$ cat config.mk
export PLATFORM = sky130hd
export DESIGN_NAME = mem_access_unit
export DESIGN_NICKNAME = d
export VERILOG_FILES = /design/src/rtl/mem_access_unit.sv
export SDC_FILE = /design/constraint.sdc
export NUM_CORES = 1
export LEC_CHECK = 0
export BUFFER_PORTS_ARGS = -buffer_cell sky130_fd_sc_hd__clkbuf_2
export CELL_PAD_IN_SITES_DETAIL_PLACEMENT = 2
export CELL_PAD_IN_SITES_GLOBAL_PLACEMENT = 2
export CORE_MARGIN = 2
export CORE_UTILIZATION = 25
export DETAILED_ROUTE_END_ITERATION = 10
export PLACE_DENSITY = 0.88
export SYNTH_ARGS = -nofsm -noshare
export SYNTH_HDL_FRONTEND = slang
export SYNTH_SLANG_ARGS = --single-unit
$ cat constraint.sdc
create_clock -name CLK -period 1.9 [get_ports CLK]
set_input_delay 0.095 -clock CLK [delete_from_list [all_inputs] [get_ports CLK]]
set_output_delay 0.095 -clock CLK [all_outputs]
set_load 0.005 [all_outputs]
$ cat src/rtl/mem_access_unit.sv
// mem_access_unit
//   Memory-stage load/store unit. Turns each load or store in the M stage into
//   one valid/ready transaction on the data-memory bus. It forms byte lanes and
//   replicates store data, aligns and extends load data, stalls the pipeline
//   while a transaction is outstanding, and flags misaligned accesses and bus
//   timeouts.
//
// Parameters
//   TIMEOUT_CYCLES    cycles allowed in REQ or WAIT before a bus error (1..255)
//
// Ports
//   CLK, RST                       clock, synchronous active-high reset
//   MEM_R_En_M / MEM_W_En_M        M-stage load / store (store wins if both set)
//   MEM_Control_M [2:0]            RV32I funct3 (access size and signedness)
//   ALU_Out_M [31:0]               effective byte address
//   REG_R_Data2_M [31:0]           right-justified store data
//   DMEM_Req_*                     request channel (valid/ready, addr, lanes, data)
//   DMEM_Rsp_Valid / DMEM_Rsp_Data read response
//   MEM_Stall                      freeze upstream stages, bubble into MEM/WB
//   MEM_Load_Data_M [31:0]         aligned, extended load result
//   MEM_Misaligned                 misaligned access, retired without bus traffic
//   MEM_Bus_Err                    transaction abandoned on timeout (DONE cycle)

module mem_access_unit #(
    parameter int unsigned TIMEOUT_CYCLES = 255
) (
    input  logic        CLK,
    input  logic        RST,
    input  logic        MEM_R_En_M,
    input  logic        MEM_W_En_M,
    input  logic [2:0]  MEM_Control_M,
    input  logic [31:0] ALU_Out_M,
    input  logic [31:0] REG_R_Data2_M,
    output logic        DMEM_Req_Valid,
    input  logic        DMEM_Req_Ready,
    output logic [31:0] DMEM_Req_Addr,
    output logic        DMEM_Req_W_En,
    output logic [3:0]  DMEM_Req_Byte_En,
    output logic [31:0] DMEM_Req_W_Data,
    input  logic        DMEM_Rsp_Valid,
    input  logic [31:0] DMEM_Rsp_Data,
    output logic        MEM_Stall,
    output logic [31:0] MEM_Load_Data_M,
    output logic        MEM_Misaligned,
    output logic        MEM_Bus_Err
);

    typedef enum logic [1:0] {IDLE, REQ, WAIT, DONE} state_t;

    localparam logic [7:0] TIMEOUT_LIMIT = 8'(TIMEOUT_CYCLES);

    state_t      state_q, state_d;
    logic [31:0] addr_q, addr_d;
    logic        w_en_q, w_en_d;
    logic [3:0]  byte_en_q, byte_en_d;
    logic [31:0] w_data_q, w_data_d;
    logic [1:0]  offset_q, offset_d;
    logic [2:0]  funct3_q, funct3_d;
    logic [7:0]  cnt_q, cnt_d;
    logic [31:0] load_data_q, load_data_d;
    logic        bus_err_q, bus_err_d;

    // M-stage decode, only meaningful while IDLE.
    logic        access;
    logic        misaligned;
    logic [3:0]  store_be;
    logic [31:0] store_wd;
    logic [31:0] rsp_shifted;
    logic [31:0] load_aligned;
    logic [7:0]  cnt_inc;
    logic        timeout_hit;

    assign access      = MEM_R_En_M | MEM_W_En_M;
    assign misaligned  = ((MEM_Control_M[1:0] == 2'b01) & ALU_Out_M[0]) |
                         ((MEM_Control_M == 3'b010) & (ALU_Out_M[1:0] != 2'b00));
    assign cnt_inc     = cnt_q + 8'd1;
    assign timeout_hit = (cnt_inc == TIMEOUT_LIMIT);

    always_comb begin
        // NOTE: every comb output gets a default first so no path infers a latch.
        store_be = 4'b0000;
        store_wd = REG_R_Data2_M;
        case (MEM_Control_M)
            3'b000: begin
                store_be = 4'b0001 << ALU_Out_M[1:0];
                store_wd = {4{REG_R_Data2_M[7:0]}};
            end
            3'b001: begin
                store_be = 4'b0011 << {ALU_Out_M[1], 1'b0};
                store_wd = {2{REG_R_Data2_M[15:0]}};
            end
            3'b010: store_be = 4'b1111;
            default: ;
        endcase
    end

    // Response alignment uses the offset/funct3 captured at request time,
    // since the M-stage inputs are frozen but not guaranteed meaningful later.
    assign rsp_shifted = DMEM_Rsp_Data >> {offset_q, 3'b000};

    always_comb begin
        load_aligned = DMEM_Rsp_Data;
        case (funct3_q)
            3'b000: load_aligned = {{24{rsp_shifted[7]}},  rsp_shifted[7:0]};
            3'b001: load_aligned = {{16{rsp_shifted[15]}}, rsp_shifted[15:0]};
            3'b100: load_aligned = {24'd0, rsp_shifted[7:0]};
            3'b101: load_aligned = {16'd0, rsp_shifted[15:0]};
            default: ;
        endcase
    end

    // State register and datapath registers.
    always_ff @(posedge CLK) begin
        // NOTE: sequential state uses non-blocking assignments so every register
        // samples pre-edge values regardless of statement order.
        if (RST) begin
            state_q     <= IDLE;
            addr_q      <= '0;
            w_en_q      <= 1'b0;
            byte_en_q   <= '0;
            w_data_q    <= '0;
            offset_q    <= '0;
            funct3_q    <= '0;
            cnt_q       <= '0;
            load_data_q <= '0;
            bus_err_q   <= 1'b0;
        end else begin
            state_q     <= state_d;
            addr_q      <= addr_d;
            w_en_q      <= w_en_d;
            byte_en_q   <= byte_en_d;
            w_data_q    <= w_data_d;
            offset_q    <= offset_d;
            funct3_q    <= funct3_d;
            cnt_q       <= cnt_d;
            load_data_q <= load_data_d;
            bus_err_q   <= bus_err_d;
        end
    end

    // Next-state and datapath update.
    always_comb begin
        state_d     = state_q;
        addr_d      = addr_q;
        w_en_d      = w_en_q;
        byte_en_d   = byte_en_q;
        w_data_d    = w_data_q;
        offset_d    = offset_q;
        funct3_d    = funct3_q;
        cnt_d       = cnt_q;
        load_data_d = load_data_q;
        bus_err_d   = bus_err_q;
        case (state_q)
            IDLE: begin
                if (access && !misaligned) begin
                    addr_d    = {ALU_Out_M[31:2], 2'b00};
                    w_en_d    = MEM_W_En_M;
                    byte_en_d = MEM_W_En_M ? store_be : 4'b1111;
                    w_data_d  = MEM_W_En_M ? store_wd : 32'd0;
                    offset_d  = ALU_Out_M[1:0];
                    funct3_d  = MEM_Control_M;
                    cnt_d     = '0;
                    state_d   = REQ;
                end
            end
            REQ: begin
                if (DMEM_Req_Ready) begin
                    cnt_d   = '0;
                    state_d = w_en_q ? DONE : WAIT;
                end else if (timeout_hit) begin
                    bus_err_d = 1'b1;
                    if (!w_en_q) load_data_d = '0;
                    state_d = DONE;
                end else begin
                    cnt_d = cnt_inc;
                end
            end
            WAIT: begin
                if (DMEM_Rsp_Valid) begin
                    load_data_d = load_aligned;
                    state_d     = DONE;
                end else if (timeout_hit) begin
                    bus_err_d   = 1'b1;
                    load_data_d = '0;
                    state_d     = DONE;
                end else begin
                    cnt_d = cnt_inc;
                end
            end
            DONE: begin
                bus_err_d = 1'b0;
                state_d   = IDLE;
            end
        endcase
    end

    // Outputs decoded from state; IDLE reacts combinationally to the M stage.
    always_comb begin
        DMEM_Req_Valid = 1'b0;
        MEM_Stall      = 1'b0;
        MEM_Misaligned = 1'b0;
        case (state_q)
            IDLE: begin
                MEM_Misaligned = access & misaligned;
                MEM_Stall      = access & ~misaligned;
            end
            REQ: begin
                DMEM_Req_Valid = 1'b1;
                MEM_Stall      = 1'b1;
            end
            WAIT: MEM_Stall = 1'b1;
            DONE: ;
        endcase
    end

    assign DMEM_Req_Addr    = addr_q;
    assign DMEM_Req_W_En    = w_en_q;
    assign DMEM_Req_Byte_En = byte_en_q;
    assign DMEM_Req_W_Data  = w_data_q;
    assign MEM_Load_Data_M  = load_data_q;
    assign MEM_Bus_Err      = bus_err_q;

endmodule

==> impl_metrics.tcl <==
set metrics [dict create \
    antenna_found_initial 0 \
    preCtsSetupSlack_ns -0.184 \
    layout_common_cells "clkbuf_2 (206), nand2_1 (139), dfxtp_1 (109)" \
    core_area_um2 22000 \
    finalCritPeriodShare 1.13 \
    switching_share 0.327 \
    place_area_um2 7190 \
    dp.cells 1173 \
    comb_power_share 0.279 \
    powerDensity_nw_per_um2 1030 \
    clk_path_buf_depth 2 \
    drcViolationCount 0 \
    avgSynthCellArea_um2 8.02 \
    routed_wl_um 25800 \
    outcome "finished, violations left" \
    wl_per_cell_um 20.7 \
    slew_headroom 0.583 \
    utilization 0.387 \
    tightest_slew_ns 0.623 \
    cts.sinks 115 \
    p_int_w 0.00591 \
    p_clk_frac 0.394 \
    syn-instance-count 701 \
    report.final.setup_viol 35 \
    fin_area_um2 8490 \
    grt_pass1_wl_um 40300 \
    drt-initial-drc-count 229 \
    drv_slew 0 \
    finalNetCount 1070 \
    grt_use_total 0.217 \
    fin_ws_ns -0.242 \
    rsz0062_at_grt "true" \
    critical_path_class "reg2reg" \
    ant_nets 0 \
    dp_hpwl_um 16600 \
    h-tree-depth 4 \
    static-leakage-power_nw 3.68 \
    final_common_cell "clkbuf_2" \
    io_buffers 207 \
    ir_drop_mv 0.591 \
    final_hold_viol_count 0 \
    instances_no_fill 1250 \
    ys_warn_count 0 \
    grt_max_degree 68 \
    cts_tree "yes" \
    vias_per_cell 4.96 \
    required_ns 2.20 \
    root_buffer "clkbuf_16" \
    maxCapViolCount 0 \
    die-area_um2 23700 \
    start_util 0.256 \
    async_reset_ff_frac 0 \
    n_fill_cell 2448 \
    cp_data_arrival_time_ns 2.45 \
    synthDistinctLibCells 51 \
    ys_seq_elements 115 \
    layout-drive-gt1-share 0.358 \
    violations "setup timing" \
    critPathMaxFanout 6 \
    hold_ws_ns 0.0121 \
    grt_overflow 0 \
    clock_latency_ns 0.41 \
    core.rowCount 54 \
    period_needed_ns 2.14 \
    vias 6205 \
    clk_transition_reported_paths_ns 0.06 \
    ys.flop_type "dfxtp_1" \
    cts_buffers 17 \
    syn2layout_area_growth_pct 51.0 \
    fmaxAchievable_mhz 467 \
    antennaDiodeCount 0 \
    grt_pass1_vias 7048 \
    hold_class "in2reg" \
    crit_path_end_kind "register" \
    num_io_pins 210 \
    gp_congestion 0.794 \
    dieWidth_um 154 \
    first_pass_iters 4 \
    seqPwrFrac 0.328 \
    synth-edff-count 0 \
    cp-start-kind "register" \
    switching_power_w 0.00287 \
    die_y_um 154 \
    synth-seq-area-share 0.409 \
    netlist_area_um2 5620 \
    clock_skew_ns 0.0104 \
]
==> critical path, stage by stage, from the launching register on <==
cell and delay, ns:
dfxtp_4 0.40, buf_6 0.13, ha_4 0.15, nand3_4 0.09
a211oi_4 0.31, nand3_2 0.17, o22ai_4 0.20, buf_12 0.16
buf_16 0.12, mux2_4 0.30
==> repair_timing <==
item	in CTS	in global routing
endpoints found under the hold margin	36	0
resized for setup	36	16
endpoints found under the setup margin	37	40
pin swaps	6	8
cloned	3	0
setup buffers	5	3
hold buffers	36	0
==> kinds of logic (layout without fill, tap and decap cells) <==
logic type / Yosys count / in the layout / synth area share
AND/OR/NAND/NOR: 262 / 262 / 0.209
AO/OA/AOI/OAI: 171 / 171 / 0.185
flip-flops: 115 / 115 / 0.409
buffers and inverters: 81 / 349 / 0.0603
multiplexers: 57 / 57 / 0.109
adder cells (fa/ha/maj): 8 / 8 / 0.0178
XOR/XNOR: 6 / 6 / 0.00934
other: 1 / 2 / 0.000667
==> registers in the layout, summed over array words and instances (netlist names) <==
signal,cells
MEM_Load_Data_M,32
funct3_q,3
state_q,2
offset_q,2
DMEM_Req_W_Data,32
DMEM_Req_Addr,30
cnt_q,8
DMEM_Req_Byte_En,4
MEM_Bus_Err,1
DMEM_Req_W_En,1
==> per-stage QoR <==
stage | TNS (ns) | power, W
2_1_floorplan | -0.0299 | 0.00404
3_5_place_dp | -3.73 | 0.00509
5_1_grt | -9.66 | 0.00923
3_3_place_gp | -1.08 | 0.00498
4_1_cts | -8.87 | 0.00880
6_report | -5.72 | 0.00878
==> cells in the mapped netlist (all sizes together) (2+ instances only) <==
cell / number / area [um^2]
and2: 2 / 12.5
nand3b: 2 / 15.0
or3: 3 / 18.8
o2bb2ai: 8 / 70.1
nand2b: 20 / 125
a21boi: 4 / 30.0
a311oi: 4 / 35.0
nand2: 141 / 529
nor3: 3 / 20.0
o211ai: 7 / 52.6
or2: 2 / 12.5
xnor2: 4 / 35.0
mux2: 32 / 360
nor2b: 21 / 131
buf: 17 / 98.8
xor2: 2 / 17.5
a21oi: 102 / 510
a21o: 2 / 15.0
o2111ai: 8 / 70.1
inv: 25 / 93.8
ha: 8 / 100
o311ai: 2 / 17.5
o221ai: 8 / 70.1
dfxtp: 115 / 2300
nand3: 28 / 140
a211oi: 4 / 35.0
mux2i: 25 / 250
nor2: 33 / 124
nand4: 3 / 18.8
clkbuf: 39 / 146
o21ai: 16 / 80.1
==> power by group through the flow <==
stage | Clock (W) | Combinational (W) | Sequential (W)
final | 0.00346 | 0.00245 | 0.00288
after global routing | 0.00365 | 0.00267 | 0.00291
after CTS | 0.00351 | 0.00242 | 0.00287
after detailed placement | 0 | 0.00218 | 0.00291
after global placement | 0 | 0.00209 | 0.00289
after floorplan | 0 | 0.00115 | 0.00290
==> layout make-up <==
class	instances	area (um^2)	share of cell area
clock inverters	13	183	0.0215
multi-input cells	506	3170	0.373
flip-flops and latches	115	2320	0.273
inverters	25	93.8	0.0110
well taps	280	350	0.0412
clock buffers	19	443	0.0521
repair buffers	292	1940	0.228
==> path summary, 6_finish.rpt <==
path                             from                  end  slack, ns  cells after the start
setup / recovery             cnt_q[1]  MEM_Load_Data_M[28]      -0.24                      9
hold / removal       MEM_Control_M[1]          funct3_q[1]       0.01                      3
setup reg to reg             cnt_q[1]  MEM_Load_Data_M[28]      -0.24                      9
hold reg to reg   DMEM_Req_W_Data[12]  DMEM_Req_W_Data[12]       0.45                      2
==> per-layer routing <==
layer	track usage	wire (um)
met5	0	0
met4	0.0538	383
met3	0.0668	1530
met2	0.413	14000
met1	0.233	9950
Note: power is estimated with default switching activity, not from simulation.
